File: config.mk
export PLATFORM = sky130hd
export DESIGN_NAME = tri_nand_exerciser
export DESIGN_NICKNAME = d
export VERILOG_FILES = /design/src/rtl/tri_nand_exerciser.sv
export SDC_FILE = /design/constraint.sdc
export NUM_CORES = 1
export LEC_CHECK = 0
export ABC_AREA = 1
export BUFFER_PORTS_ARGS = -buffer_cell sky130_fd_sc_hd__buf_4
export CORE_MARGIN = 4
export CORE_UTILIZATION = 45
export CTS_CLUSTER_DIAMETER = 200
export DETAILED_ROUTE_END_ITERATION = 7
export MAX_ROUTING_LAYER = met4
export PLACE_DENSITY = 0.7
export SKIP_LAST_GASP = 1
export SYNTH_ARGS = -nofsm -noshare
export SYNTH_HDL_FRONTEND = slang
export SYNTH_SLANG_ARGS = --single-unit
export TNS_END_PERCENT = 5
File: constraint.sdc
create_clock -name clk -period 1.8 [get_ports clk]
set_input_delay 0.27 -clock clk [delete_from_list [all_inputs] [get_ports clk]]
set_output_delay 0.27 -clock clk [all_outputs]
set_load 0.03 [all_outputs]
File: src/rtl/tri_nand_exerciser.sv
// Sweeps all eight input combinations through three 3-input NAND gates, waits a
// programmable settle time per vector and records which gates disagree with NAND.
module tri_nand_exerciser #(
  parameter int unsigned SETTLE_CYCLES = 2
) (
  input  logic       clk,
  input  logic       rst,
  input  logic       start,
  output logic       A1,
  output logic       B1,
  output logic       C1,
  output logic       A2,
  output logic       B2,
  output logic       C2,
  output logic       A3,
  output logic       B3,
  output logic       C3,
  input  logic       Y1,
  input  logic       Y2,
  input  logic       Y3,
  output logic       busy,
  output logic       done,
  output logic       pass,
  output logic [2:0] fail_mask,
  output logic [2:0] first_err_vec
);

  typedef enum logic [1:0] {
    IDLE   = 2'd0,
    SETTLE = 2'd1,
    CHECK  = 2'd2,
    DONE   = 2'd3
  } state_e;

  localparam logic [3:0] SETTLE_LAST = 4'(SETTLE_CYCLES - 1);

  function automatic logic nand3_exp(input logic [2:0] v);
    return ~(v[2] & v[1] & v[0]);
  endfunction

  state_e     state_q, state_d;
  logic [2:0] vec_q, vec_d;
  logic [3:0] cnt_q, cnt_d;
  logic [2:0] stim_q, stim_d;
  logic       busy_q, busy_d;
  logic       done_q, done_d;
  logic       pass_q, pass_d;
  logic [2:0] fail_mask_q, fail_mask_d;
  logic [2:0] first_err_q, first_err_d;
  logic [2:0] mismatch_s;

  // Case-inequality so an unknown response counts as a mismatch in simulation.
  always_comb begin
    mismatch_s    = 3'b000;
    mismatch_s[0] = (Y1 !== nand3_exp(vec_q));
    mismatch_s[1] = (Y2 !== nand3_exp(vec_q));
    mismatch_s[2] = (Y3 !== nand3_exp(vec_q));
  end

  // State register.
  always_ff @(posedge clk or posedge rst) begin
    if (rst) begin
      state_q <= IDLE;
    end else begin
      state_q <= state_d;
    end
  end

  // Next-state logic; start is only honoured in IDLE and DONE.
  always_comb begin
    state_d = state_q;
    case (state_q)
      IDLE: begin
        if (start) state_d = SETTLE;
        else       state_d = IDLE;
      end
      SETTLE: begin
        if (cnt_q == SETTLE_LAST) state_d = CHECK;
        else                      state_d = SETTLE;
      end
      CHECK: begin
        if (vec_q == 3'd7) state_d = DONE;
        else               state_d = SETTLE;
      end
      DONE: begin
        if (start) state_d = SETTLE;
        else       state_d = DONE;
      end
      default: state_d = IDLE;
    endcase
  end

  // Datapath and registered-output next values, derived from the next state.
  always_comb begin
    vec_d       = vec_q;
    cnt_d       = cnt_q;
    fail_mask_d = fail_mask_q;
    first_err_d = first_err_q;
    case (state_q)
      IDLE, DONE: begin
        if (start) begin
          vec_d       = 3'd0;
          cnt_d       = 4'd0;
          fail_mask_d = 3'b000;
          first_err_d = 3'd0;
        end else begin
          vec_d       = vec_q;
          cnt_d       = cnt_q;
        end
      end
      SETTLE: begin
        cnt_d = cnt_q + 4'd1;
      end
      CHECK: begin
        fail_mask_d = fail_mask_q | mismatch_s;
        if ((fail_mask_q == 3'b000) && (mismatch_s != 3'b000)) begin
          first_err_d = vec_q;
        end else begin
          first_err_d = first_err_q;
        end
        if (vec_q != 3'd7) begin
          vec_d = vec_q + 3'd1;
          cnt_d = 4'd0;
        end else begin
          vec_d = vec_q;
          cnt_d = cnt_q;
        end
      end
      default: begin
        vec_d = 3'd0;
        cnt_d = 4'd0;
      end
    endcase
    busy_d = (state_d == SETTLE) || (state_d == CHECK);
    done_d = (state_d == DONE);
    pass_d = done_d && (fail_mask_d == 3'b000);
    if (busy_d) stim_d = vec_d;
    else        stim_d = 3'b000;
  end

  // Datapath and output registers.
  always_ff @(posedge clk or posedge rst) begin
    if (rst) begin
      vec_q       <= 3'd0;
      cnt_q       <= 4'd0;
      stim_q      <= 3'b000;
      busy_q      <= 1'b0;
      done_q      <= 1'b0;
      pass_q      <= 1'b0;
      fail_mask_q <= 3'b000;
      first_err_q <= 3'd0;
    end else begin
      vec_q       <= vec_d;
      cnt_q       <= cnt_d;
      stim_q      <= stim_d;
      busy_q      <= busy_d;
      done_q      <= done_d;
      pass_q      <= pass_d;
      fail_mask_q <= fail_mask_d;
      first_err_q <= first_err_d;
    end
  end

  assign A1 = stim_q[2];
  assign A2 = stim_q[2];
  assign A3 = stim_q[2];
  assign B1 = stim_q[1];
  assign B2 = stim_q[1];
  assign B3 = stim_q[1];
  assign C1 = stim_q[0];
  assign C2 = stim_q[0];
  assign C3 = stim_q[0];
  assign busy          = busy_q;
  assign done          = done_q;
  assign pass          = pass_q;
  assign fail_mask     = fail_mask_q;
  assign first_err_vec = first_err_q;

endmodule

==> results of run 1 <==
routing by layer:
metal  vias up  track usage
met5         -            -
met2        21        0.260
met4         0       0.0596
met3         4       0.0307
li1        470            -
met1       455        0.176
per-stage QoR:
step                      cell area (um2)  hold WS (ns)  TNS, ns  total power [mW]
after floorplan                      1150         0.247        0              1.43
after global placement               1330         0.321        0              1.67
after detailed placement             1330         0.324        0              1.71
after CTS                            1370         0.287        0              1.94
after global routing                 1400         0.312  -0.0359              2.16
final                                1400         0.302        0              1.99
cells in the mapped netlist, drive strengths merged:
| library cell | instances |
|---|---|
| ha | 8 |
| a22oi | 1 |
| inv | 28 |
| o21ai | 10 |
| a31oi | 2 |
| nand4 | 4 |
| nor2 | 8 |
| a21oi | 1 |
| nor3 | 3 |
| o22ai | 2 |
| nand3 | 7 |
| buf | 6 |
| dfrtp | 21 |
| and2 | 1 |
| nor4 | 1 |
| nand2 | 31 |
| a21boi | 1 |
layout by cell type, fill, tap and decap left out, types with 5 or more instances in the layout:
master and count:
nand3_1 6, inv_2 5, o21ai_1 5, nor2_1 7, buf_4 27, nand2_1 25, ha_1 5, dfrtp_1 21
nand2_2 5, inv_1 23
worst paths after layout:
check / startpoint / cells past startpoint / end
worst max-delay path: state_q[1]$_DFF_PP0_ / 7 / stim_q[2]$_DFF_PP0_
worst min register to register: first_err_vec[2]$_DFFE_PP0P_ / 2 / first_err_vec[2]$_DFFE_PP0P_
worst max register to register: state_q[1]$_DFF_PP0_ / 7 / stim_q[2]$_DFF_PP0_
worst min-delay path: Y2 / 4 / fail_mask[1]$_DFF_PP0_
min in group asynchronous: rst / 4 / cnt_q[2]$_DFFE_PP0P_
max in group asynchronous: rst / 4 / first_err_vec[1]$_DFFE_PP0P_
sequential cells by signal, summed over array words and instances (netlist names):
name,count
fail_mask,3
first_err_vec,3
cnt_q,4
busy,1
state_q,2
done,1
vec_q,3
pass,1
stim_q,3
final cells by class:
type / instances / area (um2) / area share
Sequential cell: 21 / 526 / 0.374
Clock buffer: 4 / 26.3 / 0.0187
Timing Repair Buffer: 28 / 213 / 0.152
Inverter: 28 / 105 / 0.0749
Multi-Input combinational cell: 80 / 497 / 0.354
Tap cell: 30 / 37.5 / 0.0267
cell families after synthesis:
logic type	count (synthesis)	synth area share
DFF	21	0.459
adders and majority gates	8	0.0873
and+or+nand+nor	55	0.230
AOI/OAI and AO/OA	17	0.0928
buffers and inverters	34	0.131
worst max-delay path, cell delays in order (launching register included):
cell	delay, ns
dfrtp_1	0.45
inv_1	0.10
ha_2	0.25
nand4_1	0.13
a31oi_2	0.18
ha_2	0.31
inv_1	0.09
nor2_1	0.05
power by group through the flow:
stage	Clock [mW]	Sequential, mW	Combinational, mW
5_1_grt	0.258	0.692	1.21
3_3_place_gp	0	0.677	0.997
2_1_floorplan	0	0.790	0.640
6_report	0.223	0.682	1.09
3_5_place_dp	0	0.686	1.02
4_1_cts	0.234	0.675	1.03
timing repair:
action	CTS	global route
hold buffers	1	0
endpoints found under the setup margin	0	4
buffers inserted	0	1
hold endpoints to repair	21	0
gates resized for setup	0	9
==> impl_results.md, run 1 <==
- Max FO, Critical Path: 5
- CP startpoint kind: flip-flop
- Drt drc: 0
- Max-Cap Viols: 0
- Flop pwr share: 0.342
- Register area share after synthesis: 0.459
- CTS Sinks: 21
- Synth Warn #: 0
- Buffers on Ports: 23
- Ant diodes: 0
- H-tree depth: 1
- Critical path class: reg2reg
- Largest net degree at the start of global routing: 22
- F_max: 597 MHz
- Combinational Power Share: 0.546
- Final Max Tran Viols: 0
- Core Area: about 0.0025 mm2
- Status: finished clean
- CP arrival: between 1.5 and 2 ns
- Finished Core Util: 0.572
- Root Driver: clkbuf_4
- Non-Filler Instances: approximately 190
- Setup crit end kind: flip-flop
- First-pass GRT wire length: between 3000 and 4000 um
- Worst endpoint required time: between 1.5 and 2 ns
- Total grt overflow: 0
- Hold Path Class: in2reg
- Syn-to-layout area delta: 22.5%
- Rel. slew slack: 0.791
- Metal-1 WL: 969 um
- Setup ws final: 0.124 ns
- Die area: 0.00342 mm2
- Via density per instance: between 4 and 5
- Filler Cell Count: 227
- Via count: 950
- Worst slew pin tran: between 0.3 and 0.4 ns
- Peak VDD IR: approximately 0.00076 V
- Leakage: between 0.7 and 0.8 nW
- Top cells by area in the synthesized netlist: dfrtp_1 46%, ha_1 8.7%, nand2_1 8.5%
- Number of buffers created by CTS: 3
- Pint: roughly 1.1 mW
- Final setup viols: 0
- Synthesized flop and latch total: 21
- P_sw: approximately 930 uW
- Final WL: 2350 um
- Syn Nets: approximately 150
- Number of global-route vias before repair: between 900 and 1k
- Synth top area share: 0.459
- Placed cell count: 185
- Met2 WL: around 1200 um
- Die H: roughly 58 um
- Final Cycle Share: 0.931
- Switching share of power: 0.464
- FP Rows: 18
- DP Worst Slack: about 0.023 ns
- Unrepaired setup endpoints after global routing: yes
- GP Congestion: between 0.8 and 0.9
- Clock latency on the worst-skew pair: ~0.3 ns
- FF-to-FF setup slack: roughly 0.12 ns
- Final Hold Viols: 0
- Mapped Cells: about 140
- Share of layout cells above drive strength 1: 0.311
- Max layer used: met4
- Clock period minus worst slack: about 1.7 ns
- DIE WIDTH: between 50 and 60 um
- First drt pass iteration count: 4
- Syn Std Cell Area: roughly 0.0011 mm2
- DR WL/cell: around 12 um
- Clk network pwr share: 0.112
- CTS tree: yes
- Starting DRT DRC Count: 43
- Met3 wire length: 123 um
- Largest area contributor in the netlist: dfrtp_1
- Final #Nets: roughly 180
- Initial Utilization: 0.467
- Initial antenna violation count: 0
- Max clock buf depth: 2
- Final clock skew: ~0.0054 ns
- Top Ports: 24
- PwrDens: ~1400 mW/mm2
- Clk slew on worst S/H paths: roughly 0.11 ns
- Post-DP HPWL: 1800 um
- Total global-route track usage: 0.153
- ANT nets after route: 0
- Syn Area/Cell: around 8.5 um2
- Cell variety after synth: 24
Note: power is estimated with default switching activity, not from simulation.
==> run 2: changes to the inputs <==
--- a/config.mk
+++ b/config.mk
@@ -8,11 +8,12 @@
 export ABC_AREA = 1
 export BUFFER_PORTS_ARGS = -buffer_cell sky130_fd_sc_hd__buf_4
 export CORE_MARGIN = 4
-export CORE_UTILIZATION = 45
+export CORE_UTILIZATION = 53
 export CTS_CLUSTER_DIAMETER = 200
 export DETAILED_ROUTE_END_ITERATION = 7
 export MAX_ROUTING_LAYER = met4
-export PLACE_DENSITY = 0.7
+export PLACE_DENSITY = 0.8
+export RECOVER_POWER = 25
 export SKIP_LAST_GASP = 1
 export SYNTH_ARGS = -nofsm -noshare
 export SYNTH_HDL_FRONTEND = slang
==> run 2 against run 1 <==
Effect of this change: setup slack worse by 0.035 ns; count of clock-buffer cells in the layout is 1 lower; clock power is 2% higher; sequential share of layout area is 0.44 points higher; routed wire length is 1.1% higher; worst hold slack worse by 0.018 ns; critical path depth is 2 higher; register-to-register slack worse by 0.03 ns; non-clock buffer count is 1 lower; core utilization is 12 points higher.
==> impl_results.md, run 2 (synthesis gave the netlist of run 1 again) <==
- Via density per instance: 5.26 (+5.7%)
- ANT nets after route: 0 (unchanged)
- Core Area: 0.00200 mm2 (-18%)
- Ant diodes: 0 (unchanged)
- CP startpoint kind: flip-flop
- DP Worst Slack: 0.0468 ns (+0.0241 ns)
- F_max: 585 MHz (-2.0%)
- Switching share of power: 0.465 (+0.00138)
- Largest net degree at the start of global routing: 22 (unchanged)
- First-pass GRT wire length: 3840 um (-1.8%)
- Combinational Power Share: 0.538 (-0.008)
- Hold Path Class: in2reg
- Final WL: 2370 um (+1.1%)
- Total grt overflow: 0 (unchanged)
- FF-to-FF setup slack: 0.09 ns (-0.03 ns)
- Setup crit end kind: flip-flop
- Worst reg-to-reg path cell count: 9 (+2)
- Crit-path leading delay family: adder cells
- RR Startpoint: state_q[0]$_DFF_PP0_
- Max clock buf depth: 2 (unchanged)
- CTS Sinks: 21 (unchanged)
- Clock period minus worst slack: 1.71 ns (+0.0348 ns)
- GP Congestion: 0.878 (+6.0%)
- Total global-route track usage: 0.188 (+0.0353)
- FF-to-FF End: stim_q[2]$_DFF_PP0_
- Most frequent cells in the layout: 26 x nand2_1, 24 x inv_1, 24 x buf_4
- Critical path class: reg2reg
- Status: finished clean
- H-tree depth: 1 (unchanged)
- Buffers on Ports: 23 (unchanged)
- Commonest non-fill, non-tap cell in the layout: nand2_1
- CP arrival: 1.91 ns (+0.04 ns)
- Max incr delay on CP: 0.42 ns (-0.03 ns)
- Post-DP HPWL: 1870 um (+3.9%)
- Die area: 0.00297 mm2 (-13%)
- Final Hold Viols: 0 (unchanged)
- Unrepaired setup endpoints after global routing: yes
- Drt drc: 0 (unchanged)
- Number of global-route vias before repair: 937 (+3.2%)
- Postcts setup bufs: 0 (unchanged)
- Via count: 983 (+3.5%)
- Root Driver: clkbuf_4
- P_sw: 910 uW (-1.7%)
- FP Rows: 16 (-2)
- WP depth: 9 (+2)
- Rel. slew slack: 0.257 (-0.535)
- Pint: 1.05 mW (-2.2%)
- Worst slew pin tran: 1.11 ns (+0.805 ns)
- First drt pass iteration count: 4 (unchanged)
- Number of buffers created by CTS: 3 (unchanged)
- Crit path from: state_q[0]$_DFF_PP0_
- CP endpoint: stim_q[2]$_DFF_PP0_
- Post-DP Area: 0.00133 mm2 (-0.28%)
- Syn-to-layout area delta: 21.1%
- Largest register FFs: 4 (unchanged)
- Fin area: 0.00139 mm2 (-1.2%)
- Most frequent CP cell: inv_1
- Clk slew on worst S/H paths: 0.12 ns (about the same)
- Clk network pwr share: 0.116 (+0.004)
- Crit path max-delay cell type: dfrtp_1
- Starting DRT DRC Count: 22 (-49%)
- CTS tree: yes
- Peak VDD IR: 0.000903 V (+18%)
- Die H: 54.5 um (-6.8%)
- Final clock skew: 0.00384 ns (-0.00160 ns)
- Final #Nets: 175 (-0.57%)
- Top Ports: 24 (unchanged)
- DIE WIDTH: 54.5 um (-6.8%)
- Most flop-heavy register: cnt_q
- Filler Cell Count: 152 (-33%)
- Final Max Tran Viols: 0 (unchanged)
- Share of layout cells above drive strength 1: 0.294 (-0.0168)
- Crit path buf inv count: 3 (+1)
- DR WL/cell: 12.7 um (+3.3%)
- Final setup viols: 0 (unchanged)
- Max-Cap Viols: 0 (unchanged)
- Initial Utilization: 0.572 (+0.106)
- Leakage: 0.758 nW (-0.62%)
- PwrDens: 1410 mW/mm2 (-0.80%)
- Final Cycle Share: 0.950 (+0.0193)
- Initial antenna violation count: 0 (unchanged)
- Worst endpoint required time: 2.00 ns (about the same)
- Clock latency on the worst-skew pair: 0.30 ns (about the same)
- Worst path cell trace: inv_1, ha_4, nand2_1, inv_2, nand2_2, a31oi_2, ha_2, inv_1, nor2_1
- Setup ws final: 0.0896 ns (-0.0348 ns)
- Max FO, Critical Path: 5 (unchanged)
- Flop pwr share: 0.346 (+0.004)
run 2: cell type report:
type | instances | area [um2] | share of cell area
Sequential cell | 21 | 526 | 0.379
Multi-Input combinational cell | 80 | 494 | 0.356
Inverter | 28 | 105 | 0.0757
Clock inverter | 1 | 5.00 | 0.00361
Timing Repair Buffer | 27 | 201 | 0.145
Clock buffer | 3 | 22.5 | 0.0162
Tap cell | 27 | 33.8 | 0.0243
run 2: worst min path at each step:
| stage | from | depth (start not counted) | slack, ns | endpoint |
|---|---|---|---|---|
| after floorplan | rst | 1 | 0.25 | busy$_DFF_PP0_ |
| after global placement | rst | 3 | 0.32 | vec_q[0]$_DFF_PP0_ |
| after detailed placement | rst | 3 | 0.32 | vec_q[1]$_DFF_PP0_ |
| after CTS | Y2 | 4 | 0.27 | fail_mask[1]$_DFF_PP0_ |
| after global routing | Y2 | 4 | 0.29 | fail_mask[1]$_DFF_PP0_ |
| final | Y2 | 4 | 0.28 | fail_mask[1]$_DFF_PP0_ |
run 2: worst register-to-register path: stages (launching register included):
cell and delay, ns:
dfrtp_1 0.42, inv_1 0.14, ha_4 0.18, nand2_1 0.08, inv_2 0.10, nand2_2 0.07, a31oi_2 0.18, ha_2 0.30
inv_1 0.09, nor2_1 0.05
run 2: power by group through the flow:
| stage | registers (mW) | logic, mW | clock network, mW |
|---|---|---|---|
| 2_1_floorplan | 0.790 | 0.640 | 0 |
| 3_3_place_gp | 0.675 | 0.990 | 0 |
| 3_5_place_dp | 0.684 | 1.03 | 0 |
| 4_1_cts | 0.673 | 1.03 | 0.236 |
| 5_1_grt | 0.694 | 1.16 | 0.257 |
| 6_report | 0.677 | 1.05 | 0.227 |
run 2: timing repair:
item	4_1_cts	5_1_grt
endpoints found under the setup margin	0	4
hold endpoints to repair	21	0
resized for setup	0	5
hold buffers	1	0
run 2: stage by stage:
| stage | hold slack, ns | std cells | setup TNS (ns) | utilization | power (mW) |
|---|---|---|---|---|---|
| 2_1_floorplan | 0.247 | 135 | 0 | - | 1.43 |
| 3_3_place_gp | 0.316 | 182 | 0 | 0.664 | 1.67 |
| 3_5_place_dp | 0.324 | 182 | 0 | 0.664 | 1.71 |
| 4_1_cts | 0.266 | 187 | 0 | 0.683 | 1.94 |
| 5_1_grt | 0.285 | 187 | -0.00547 | 0.693 | 2.11 |
| 6_report | 0.284 | 187 | 0 | 0.693 | 1.96 |
run 2: routing by layer:
layer,vias up,part of all wire,routed length (um),GRT usage
met5,-,0,0,-
li1,475,-,-,-
met4,0,0.028,66,0.104
met3,8,0.048,115,0.0327
met1,461,0.40,940,0.209
met2,39,0.53,1250,0.319
